File: config.mk
export PLATFORM = sky130hd
export DESIGN_NAME = fifo_read_drainer
export DESIGN_NICKNAME = d
export VERILOG_FILES = /design/src/rtl/fifo_read_drainer.sv
export SDC_FILE = /design/constraint.sdc
export NUM_CORES = 1
export LEC_CHECK = 0
export ABC_AREA = 1
export BUFFER_PORTS_ARGS = -buffer_cell sky130_fd_sc_hd__buf_4
export CORE_ASPECT_RATIO = 0.6
export CORE_MARGIN = 2
export CORE_UTILIZATION = 50
export DETAILED_ROUTE_END_ITERATION = 7
export PLACE_DENSITY_LB_ADDON = 0.3
export SLEW_MARGIN = 20
export SYNTH_ARGS = -nofsm -noshare
export SYNTH_HDL_FRONTEND = slang
export SYNTH_SLANG_ARGS = --single-unit
File: constraint.sdc
create_clock -name clock_read -period 1.8 [get_ports clock_read]
set_input_delay 0.36 -clock clock_read [delete_from_list [all_inputs] [get_ports clock_read]]
set_output_delay 0.36 -clock clock_read [all_outputs]
set_load 0.01 [all_outputs]
File: src/rtl/fifo_read_drainer.sv
// fifo_read_drainer
//
// Pulls words out of a synchronous FIFO read port and presents them
// downstream through a two-entry skid buffer with a valid/ready handshake.
// A FIFO read issued on one clock edge returns its word on read_data during
// the following cycle; that word is always captured on the next edge, so
// reads are only issued when the skid buffer is guaranteed to have room for
// it.
//
// Optional feature:
//   DRAIN_CHECKSUM_EN - when defined, adds the checksum output, a running
//                       16-bit sum of every word delivered downstream.
//
// Ports:
//   clock_read   in   single clock, all state updates on its rising edge
//   read_reset   in   asynchronous active-high reset
//   drain_enable in   allows new FIFO reads while high
//   empty        in   FIFO empty flag, synchronous to clock_read
//   read_data    in   FIFO data, valid the cycle after an accepted read
//   read_enable  out  FIFO pop request (combinational)
//   out_data     out  oldest word held in the skid buffer
//   out_valid    out  out_data holds a word
//   out_ready    in   downstream accepts out_data when out_valid is high
//   word_count   out  number of words delivered downstream (wraps)
//   checksum     out  sum of delivered words mod 2^16 (DRAIN_CHECKSUM_EN only)

module fifo_read_drainer #(
    parameter int DATA_WIDTH = 16
) (
    input  logic                  clock_read,
    input  logic                  read_reset,
    input  logic                  drain_enable,
    input  logic                  empty,
    input  logic [DATA_WIDTH-1:0] read_data,
    output logic                  read_enable,
    output logic [DATA_WIDTH-1:0] out_data,
    output logic                  out_valid,
    input  logic                  out_ready,
    output logic [15:0]           word_count
`ifdef DRAIN_CHECKSUM_EN
    ,
    output logic [15:0]           checksum
`endif
);

    typedef enum logic [1:0] {
        IDLE  = 2'd0,
        RUN   = 2'd1,
        STALL = 2'd2
    } state_t;

    state_t                state;
    logic                  inflight;
    logic [1:0]            occ;
    logic [DATA_WIDTH-1:0] head_q;
    logic [DATA_WIDTH-1:0] tail_q;

    logic                  pop;
    logic                  push;
    logic [1:0]            level_next;

    // The word in flight from the FIFO is pushed unconditionally, so the
    // buffer level after this edge is occ + inflight - pop. A new read is
    // only safe when that level leaves one free slot for the word it returns.
    assign out_valid  = (occ != 2'd0);
    assign out_data   = head_q;
    assign pop        = out_valid && out_ready;
    assign push       = inflight;
    assign level_next = occ + {1'b0, push} - {1'b0, pop};

    // read_reset is folded in so no pop request can escape while reset is
    // asserted, independent of how quickly the state register clears.
    assign read_enable = !read_reset && (state == RUN) && drain_enable &&
                         !empty && (level_next < 2'd2);

    // Control FSM, in-flight tracking, skid buffer storage and delivery
    // counters. head_q is always the oldest word; tail_q only holds a word
    // while occ is 2. On a simultaneous push and pop the head advances and
    // the arriving word lands directly behind it.
    always_ff @(posedge clock_read or posedge read_reset) begin
        if (read_reset) begin
            state      <= IDLE;
            inflight   <= 1'b0;
            occ        <= 2'd0;
            head_q     <= '0;
            tail_q     <= '0;
            word_count <= 16'd0;
`ifdef DRAIN_CHECKSUM_EN
            checksum   <= 16'd0;
`endif
        end else begin
            inflight <= read_enable;
            occ      <= level_next;

            case ({push, pop})
                2'b10: begin
                    if (occ == 2'd0) begin
                        head_q <= read_data;
                    end else begin
                        tail_q <= read_data;
                    end
                end
                2'b01: begin
                    if (occ == 2'd2) begin
                        head_q <= tail_q;
                    end
                end
                2'b11: begin
                    if (occ == 2'd1) begin
                        head_q <= read_data;
                    end else begin
                        head_q <= tail_q;
                        tail_q <= read_data;
                    end
                end
                default: begin
                end
            endcase

            if (pop) begin
                word_count <= word_count + 16'd1;
`ifdef DRAIN_CHECKSUM_EN
                checksum   <= checksum + 16'(head_q);
`endif
            end

            // STALL is entered once the buffer will be full after this edge
            // and left as soon as a pop frees a slot again.
            case (state)
                IDLE: begin
                    if (drain_enable) begin
                        state <= RUN;
                    end
                end
                RUN: begin
                    if (!drain_enable) begin
                        state <= IDLE;
                    end else if (level_next == 2'd2) begin
                        state <= STALL;
                    end
                end
                STALL: begin
                    if (!drain_enable) begin
                        state <= IDLE;
                    end else if (level_next < 2'd2) begin
                        state <= RUN;
                    end
                end
                default: begin
                    state <= IDLE;
                end
            endcase
        end
    end

endmodule

==> flow_metrics.env, run 1 <==
export IMPL_outcome="complete, but fails checks"
export IMPL_violations="setup timing"
export IMPL_ctsHoldBuffers=0
export IMPL_antenna_left=0
export IMPL_synth_edff_count=0
export IMPL_synth_area_leaders="dfrtp_1, nand2_1, o211ai_2"
export IMPL_cts_root_buf="clkbuf_8"
export IMPL_area_delta_synth_final_pct=29.6
export IMPL_hold_path_class="in2async"
export IMPL_core_rowCount=20
export IMPL_p_sw_frac=0.313
export IMPL_switchingPower_mw=1.04
export IMPL_synth_top_area_cell="dfrtp_1"
export IMPL_wl_per_cell_microns=13.0
export IMPL_hold_ws_ps=75.5
export IMPL_grt_remaining_overflow=0
export IMPL_worstSetupEndpointType="primary output"
export IMPL_ys_ff_latch=53
export IMPL_drt_iter0_markers=96
export IMPL_antenna_found_initial=0
export IMPL_vias_per_cell=4.81
export IMPL_slew_headroom=0.594
export IMPL_place_gp_congestion=0.832
export IMPL_core_area_sq_um=5150
export IMPL_dr_pass1_iters=4
export IMPL_cts_made_buffers=5
export IMPL_leakage_nw=1.93
export IMPL_ir_drop_mv=0.757
export IMPL_die_area_sq_um=6060
export IMPL_hold_viol=0
export IMPL_ys_top_cells_by_count="nand2_1, dfrtp_1, inv_1, nand2_2, o21ai_0"
export IMPL_yosysWarnings=0
export IMPL_n_antenna_cell=0
export IMPL_vias=2098
export IMPL_die_w_microns=99.1
export IMPL_synth_cell_type_count=30
export IMPL_cp_required_ps=1440
export IMPL_crit_path_max_fanout=2
export IMPL_combinationalPowerShare=0.291
export IMPL_clk_path_buf_depth=2
export IMPL_async_reset_ff_frac=1.00
export IMPL_p_clk_frac=0.222
export IMPL_initial_core_util=0.527
export IMPL_drive_above_1_share=0.427
export IMPL_fmax_ghz=0.488
export IMPL_finalClockSkew_ps=3.68
export IMPL_fin_ws_ps=-250
export IMPL_num_nets_final=392
export IMPL_cts_sinks=53
export IMPL_drc=0
export IMPL_p_seq_frac=0.487
export IMPL_syn_area_sq_um=2720
export IMPL_critPathLaunchType="flip-flop"
export IMPL_clk_pin_slew_ps=90
export IMPL_p_int_mw=2.28
export IMPL_port_buffers=54
export IMPL_placed_area_sq_um=3270
export IMPL_maxCapViolCount=0
export IMPL_final_cell_area_sq_um=3520
export IMPL_crit_arrival_ps=1690
export IMPL_grt_pass1_vias=2034
export IMPL_rsz0062_at_grt="true"
export IMPL_dp_hpwl_microns=3980
export IMPL_min_period_over_period=1.14
export IMPL_layout_min_cycle_time_ps=2050
export IMPL_p_per_area_nw_per_um2=944
export IMPL_setup_viol=3
export IMPL_synthCells=291
export IMPL_yosysMostFrequentCell="nand2_1"
export IMPL_grt_max_degree=33
export IMPL_synth_flop_cell="dfrtp_1"
export IMPL_synth_seq_area_share=0.488
export IMPL_num_io_pins=55
export IMPL_wl_microns=5670
export IMPL_tightestPinTransition_ps=608
export IMPL_synth_avg_cell_area_sq_um=9.33
export IMPL_die_h_microns=61.1
export IMPL_clk_latency_ps=310
export IMPL_grt_pass1_wl_microns=9360
export IMPL_yosys_area_top_type_share=0.488
export IMPL_layoutNonFillerInstCount=436
export IMPL_worstSetupPathType="reg2out"
export IMPL_htreeDepth=2
export IMPL_track_usage=0.201
export IMPL_syn_nets=314
export IMPL_slew_violations=0
export IMPL_tritoncts="done"
export IMPL_dp_cells=416
-- power by group through the flow --
stage	sequential, mW	combinational [mW]	clock [mW]
4_1_cts	1.62	0.975	0.755
2_1_floorplan	1.71	0.402	0
6_report	1.62	0.967	0.737
5_1_grt	1.65	1.08	0.813
3_3_place_gp	1.63	0.929	0
3_5_place_dp	1.64	0.950	0
-- metal layers --
metal  share of wire  track usage
met1            0.51        0.288
met3           0.046       0.0499
met2            0.43        0.302
met5               0            0
met4           0.019       0.0783
-- cell type report --
cell class | instances | area, sq um
flip-flops and latches | 53 | 1330
well taps | 66 | 82.6
fillers | 403 | 1640
clock inverters | 1 | 5.00
multi-input cells | 190 | 1200
inverters | 39 | 151
clock buffers | 7 | 96.3
repair buffers | 80 | 661
-- worst max-delay path, cell delays in order (launching register included) --
cell	delay, ps
dfrtp_1	410
buf_6	130
nand2_2	70
o21ai_2	50
ha_2	190
inv_2	60
nand2_2	60
nand2_2	60
inv_2	50
nor4_4	140
buf_4	160
-- stage by stage --
step	setup slack [ps]	setup TNS [ps]	power (mW)	util
CTS	-354	-1160	3.35	0.686
global route	-366	-795	3.55	0.683
global placement	56.5	0	2.56	0.635
floorplan	81.5	0	2.11	-
finish	-250	-438	3.32	0.683
detailed placement	-64.7	-64.7	2.59	0.635
-- worst paths after layout --
check	from	end	slack (ps)	cells past startpoint
max	occ[0]	read_enable	-250	10
min	read_reset	out_data[12]	80	2
max reg2reg	occ[0]	state[0]	-90	13
min reg2reg	out_data[9]	out_data[9]	490	2
max in group asynchronous	read_reset	out_data[15]	1180	3
min in group clock_read	read_data[4]	tail_q[4]	330	3
-- cell families after synthesis --
logic type	synth area share
simple gates	0.263
flops	0.488
buf+inv	0.0852
compound gates	0.122
xor+xnor	0.0323
fa+ha+maj	0.00922
-- sequential cells by signal, summed over array words and instances (netlist names) --
| name | count |
|---|---|
| out_data | 16 |
| tail_q | 16 |
| word_count | 16 |
| occ | 2 |
| state | 2 |
| inflight | 1 |
-- layout by cell type, fill, tap and decap left out --
cell type / instances
ha_2: 1
nand2_1: 79
nor2_8: 1
nand2_2: 28
nor2_4: 3
nand3_2: 1
o21ai_2: 1
a21boi_1: 1
nand3b_1: 4
nor2_2: 2
o21ai_0: 17
nand3b_4: 1
ha_1: 1
nor2_1: 9
nor4_4: 1
buf_6: 6
o211ai_2: 17
nor3_4: 1
buf_12: 3
nand4_1: 3
inv_6: 1
buf_4: 71
o22ai_4: 1
dfrtp_1: 53
nand2_4: 3
clkinv_2: 1
nand3_1: 5
xnor2_1: 4
inv_1: 30
xor2_1: 6
inv_2: 8
clkbuf_8: 7
-- repair_timing --
action,CTS,global route
gates resized for setup,17,6
buffers inserted,15,4
pin swaps,6,6
endpoints found under the setup margin,1,5
No activity file was read; power rests on OpenSTA's default activity.
==> run 2: changes to the inputs <==
--- a/config.mk
+++ b/config.mk
@@ -11,7 +11,9 @@
 export CORE_MARGIN = 2
 export CORE_UTILIZATION = 50
 export DETAILED_ROUTE_END_ITERATION = 7
+export GPL_TIMING_DRIVEN = 0
 export PLACE_DENSITY_LB_ADDON = 0.3
+export REMOVE_ABC_BUFFERS = 1
 export SLEW_MARGIN = 20
 export SYNTH_ARGS = -nofsm -noshare
 export SYNTH_HDL_FRONTEND = slang
==> flow_metrics.env, run 2 (synthesis gave the netlist of run 1 again) <==
export IMPL_drc=0
export IMPL_p_int_mw=2.36
export IMPL_path_cells="buf_6 -> nand2_2 -> o21ai_2 -> ha_2 -> inv_1 -> nand2_2 -> nand2_2 -> inv_2 -> nor4_4 -> buf_4"
export IMPL_worstSetupEndpointType="primary output"
export IMPL_drive_above_1_share=0.392
export IMPL_core_area_sq_um=5150
export IMPL_cts_root_buf="clkbuf_8"
export IMPL_crit_path_max_fanout=2
export IMPL_vias=2048
export IMPL_r2r_start="occ[1]"
export IMPL_grt_pass1_wl_microns=9070
export IMPL_wl_per_cell_microns=12.9
export IMPL_antenna_found_initial=0
export IMPL_n_antenna_cell=0
export IMPL_cp_slowest_cell="dfrtp_1"
export IMPL_path_buf_inv=4
export IMPL_rr_endpoint="out_data[14]"
export IMPL_track_usage=0.190
export IMPL_num_nets_final=374
export IMPL_tritoncts="done"
export IMPL_p_clk_frac=0.245
export IMPL_vias_per_cell=4.90
export IMPL_rsz0062_at_grt="true"
export IMPL_htreeDepth=2
export IMPL_p_per_area_nw_per_um2=1000
export IMPL_ir_drop_mv=0.726
export IMPL_grt_remaining_overflow=0
export IMPL_ctsHoldBuffers=0
export IMPL_finalClockSkew_ps=10.2
export IMPL_clk_latency_ps=300
export IMPL_switchingPower_mw=1.01
export IMPL_die_h_microns=61.1
export IMPL_clk_path_buf_depth=2
export IMPL_cpMostUsedCell="nand2_2"
export IMPL_nFillCells=453
export IMPL_path_delay_family="buffers and inverters"
export IMPL_hold_ws_ps=167
export IMPL_p_sw_frac=0.301
export IMPL_final_common_cell="nand2_1"
export IMPL_path_depth=10
export IMPL_ff2ff_setup_slack_ps=170
export IMPL_critPathLaunchType="flip-flop"
export IMPL_clk_pin_slew_ps=90
export IMPL_fin_ws_ps=-258
export IMPL_r2r_cells=6
export IMPL_setup_viol=1
export IMPL_dp_hpwl_microns=3660
export IMPL_dp_cells=402
export IMPL_initial_core_util=0.527
export IMPL_layoutNonFillerInstCount=418
export IMPL_hold_path_class="in2async"
export IMPL_area_delta_synth_final_pct=23.8
export IMPL_cts_sinks=53
export IMPL_worstSetupPathType="reg2out"
export IMPL_violations="setup timing"
export IMPL_maxCapViolCount=0
export IMPL_combinationalPowerShare=0.276
export IMPL_p_seq_frac=0.479
export IMPL_fmax_ghz=0.486
export IMPL_dr_pass1_iters=4
export IMPL_hold_viol=0
export IMPL_outcome="complete, but fails checks"
export IMPL_antenna_left=0
export IMPL_drt_iter0_markers=73
export IMPL_core_rowCount=20
export IMPL_layout_min_cycle_time_ps=2060
export IMPL_grt_max_degree=54
export IMPL_slew_headroom=0.510
export IMPL_cp_required_ps=1440
export IMPL_tightestPinTransition_ps=732
export IMPL_layout_common_cells="nand2_1, buf_4, dfrtp_1, inv_1, nand2_2"
export IMPL_port_buffers=54
export IMPL_leakage_nw=1.83
export IMPL_cp_slowest_stage_delay_ps=420
export IMPL_crit_arrival_ps=1700
export IMPL_slew_violations=0
export IMPL_wl_microns=5380
export IMPL_num_io_pins=55
export IMPL_place_gp_congestion=0.813
export IMPL_cts_made_buffers=5
export IMPL_die_w_microns=99.1
export IMPL_min_period_over_period=1.14
export IMPL_grt_pass1_vias=2051
export IMPL_die_area_sq_um=6060
-- run 2: power groups by stage --
stage / Combinational, mW / Clock, mW / Sequential [mW]
finish: 0.930 / 0.827 / 1.62
global route: 1.03 / 0.899 / 1.65
CTS: 0.937 / 0.858 / 1.62
detailed placement: 0.913 / 0 / 1.64
global placement: 0.893 / 0 / 1.63
floorplan: 0.384 / 0 / 1.71
-- run 2: cell type report --
class / instances / area [sq um] / area share
Clock inverter: 1 / 30.0 / 0.00894
Timing Repair Buffer: 62 / 469 / 0.140
Sequential cell: 53 / 1330 / 0.395
Inverter: 39 / 154 / 0.0458
Clock buffer: 7 / 86.3 / 0.0257
Multi-Input combinational cell: 190 / 1210 / 0.360
Tap cell: 66 / 82.6 / 0.0246
-- run 2: repair_timing --
| action | in CTS | in global routing |
|---|---|---|
| setup endpoints to repair | 6 | 10 |
| pin swaps | 5 | 2 |
| buffers inserted | 7 | 1 |
| resized for setup | 12 | 3 |
-- run 2: routing by layer --
metal	share of wire	wire [microns]	track usage
met5	0	0	0
met2	0.48	2580	0.344
met3	0.036	196	0.0409
met4	0.0035	19	0.0411
met1	0.48	2580	0.244
-- run 2: how the worst max path moves through the flow --
stage,from,slack [ps],endpoint
3_3_place_gp,read_reset,-570,out_data[2]
6_report,occ[0],-260,read_enable
4_1_cts,occ[0],-360,read_enable
2_1_floorplan,occ[0],-60,read_enable
5_1_grt,occ[0],-390,read_enable
3_5_place_dp,occ[1],-230,read_enable
-- run 2: stage by stage --
step | worst slack [ps] | setup TNS (ps) | area [sq um] | power (mW) | utilization
floorplan | -58.5 | -58.5 | 2640 | 2.10 | -
global placement | -572 | -30330 | 3120 | 2.53 | 0.606
detailed placement | -233 | -462 | 3130 | 2.55 | 0.606
CTS | -363 | -1210 | 3330 | 3.41 | 0.646
global route | -391 | -397 | 3360 | 3.58 | 0.652
finish | -258 | -258 | 3360 | 3.37 | 0.652
==> run 3: changes to the inputs <==
--- a/config.mk
+++ b/config.mk
@@ -9,7 +9,7 @@
 export BUFFER_PORTS_ARGS = -buffer_cell sky130_fd_sc_hd__buf_4
 export CORE_ASPECT_RATIO = 0.6
 export CORE_MARGIN = 2
-export CORE_UTILIZATION = 50
+export CORE_UTILIZATION = 41
 export DETAILED_ROUTE_END_ITERATION = 7
 export GPL_TIMING_DRIVEN = 0
 export PLACE_DENSITY_LB_ADDON = 0.3
==> flow_metrics.env, run 3 (synthesis gave the netlist of run 1 again) <==
export IMPL_rsz0062_at_grt="true"
export IMPL_path_buf_inv=4
export IMPL_area_delta_synth_final_pct=24.0
export IMPL_fin_ws_ps=-212
export IMPL_place_gp_congestion=0.728
export IMPL_cpMostUsedCell="nand2_2"
export IMPL_slew_headroom=0.511
export IMPL_path_delay_family="flip-flops"
export IMPL_core_rowCount=22
export IMPL_slew_violations=0
export IMPL_final_common_cell="nand2_1"
export IMPL_tritoncts="done"
export IMPL_crit_path_max_fanout=2
export IMPL_grt_pass1_vias=2128
export IMPL_wl_microns=5440
export IMPL_clk_path_buf_depth=2
export IMPL_htreeDepth=2
export IMPL_cp_slowest_cell="dfrtp_1"
export IMPL_port_buffers=54
export IMPL_design_power_total_mw=3.22
export IMPL_min_period_over_period=1.12
export IMPL_ir_drop_mv=0.453
export IMPL_clk_latency_ps=300
export IMPL_postLayoutCoreUtil=0.539
export IMPL_crit_arrival_ps=1650
export IMPL_die_area_sq_um=7310
export IMPL_antenna_left=0
export IMPL_worstSetupPathType="reg2out"
export IMPL_hold_path_class="in2async"
export IMPL_ff2ff_setup_slack_ps=120
export IMPL_nFillCells=585
export IMPL_cp_required_ps=1440
export IMPL_r2r_cells=9
export IMPL_hold_viol=0
export IMPL_cts_made_buffers=5
export IMPL_r2r_start="occ[0]"
export IMPL_vias_per_cell=4.74
export IMPL_tightestPinTransition_ps=730
export IMPL_grt_pass1_wl_microns=9550
export IMPL_drive_above_1_share=0.392
export IMPL_path_cells="buf_6 -> nand2_2 -> o21ai_2 -> ha_2 -> inv_1 -> nand2_2 -> nand2_2 -> inv_2 -> nor4_4 -> buf_4"
export IMPL_antenna_found_initial=0
export IMPL_dr_pass1_iters=4
export IMPL_drt_iter0_markers=63
export IMPL_die_w_microns=109
export IMPL_vias=2065
export IMPL_rr_endpoint="out_data[14]"
export IMPL_fmax_ghz=0.497
export IMPL_n_antenna_cell=0
export IMPL_finalClockSkew_ps=10.7
export IMPL_p_per_area_nw_per_um2=957
export IMPL_num_nets_final=374
export IMPL_maxCapViolCount=0
export IMPL_grt_remaining_overflow=0
export IMPL_num_io_pins=55
export IMPL_layout_common_cells="nand2_1, buf_4, dfrtp_1, inv_1, nand2_2"
export IMPL_core_area_sq_um=6250
export IMPL_drc=0
export IMPL_grt_max_degree=54
export IMPL_leakage_nw=1.81
export IMPL_setup_viol=1
export IMPL_layout_min_cycle_time_ps=2010
export IMPL_clk_pin_slew_ps=100
export IMPL_wl_per_cell_microns=12.5
export IMPL_track_usage=0.167
export IMPL_cts_sinks=53
export IMPL_cp_slowest_stage_delay_ps=420
export IMPL_violations="setup timing"
export IMPL_initial_core_util=0.435
export IMPL_critPathLaunchType="flip-flop"
export IMPL_dp_hpwl_microns=3680
export IMPL_ctsHoldBuffers=0
export IMPL_outcome="complete, but fails checks"
export IMPL_worstSetupEndpointType="primary output"
export IMPL_hold_ws_ps=167
export IMPL_die_h_microns=67.0
export IMPL_cts_root_buf="clkbuf_8"
[run 3: final cells by class]
cell class	count	area (sq um)	area share
repair buffers	62	482	0.143
flip-flops and latches	53	1330	0.394
well taps	84	105	0.0312
clock inverters	1	7.51	0.00223
clock buffers	7	76.3	0.0227
inverters	39	154	0.0457
multi-input cells	190	1210	0.361
[run 3: metrics by stage]
stage	std cells	TNS, ps	area (sq um)	worst slack (ps)
after detailed placement	420	-229	3150	-229
final	436	-212	3370	-212
after global routing	436	-356	3370	-353
after floorplan	282	-58.5	2640	-58.5
after CTS	435	-609	3330	-371
after global placement	420	-34740	3150	-656
[run 3: how the worst max path moves through the flow]
stage,start,end,slack [ps],depth (start not counted)
after floorplan,occ[0],read_enable,-60,8
after global placement,read_reset,out_data[5],-660,2
after detailed placement,occ[1],read_enable,-230,8
after CTS,occ[0],read_enable,-370,9
after global routing,occ[0],read_enable,-350,10
final,occ[0],read_enable,-210,10
[run 3: where the power goes]
part | switching (mW) | leakage [nW] | total [mW] | internal [mW]
clock network | 0.385 | 0.0385 | 0.662 | 0.277
registers | 0.175 | 0.706 | 1.61 | 1.44
logic | 0.466 | 1.07 | 0.943 | 0.477
[run 3: worst register-to-register path, stage by stage (launching register included)]
cell and delay, ps:
dfrtp_1 420, buf_6 130, buf_4 130, nor2_4 190
buf_12 140, nor2_8 60, nand2_8 260, nand2_1 120
o211ai_2 90, nand2_1 60
[run 3: layer usage]
layer | part of all wire | up-vias | GRT usage
met5 | 0 | - | 0
met4 | 0.0028 | 0 | 0.0240
met3 | 0.039 | 2 | 0.0411
met2 | 0.45 | 29 | 0.277
met1 | 0.51 | 994 | 0.227
li1 | - | 1040 | -
[run 3: timing repair]
item,4_1_cts,5_1_grt
setup buffers,8,1
pin swaps,6,3
endpoints found under the setup margin,1,2
cloned,0,0
gates resized for setup,14,2
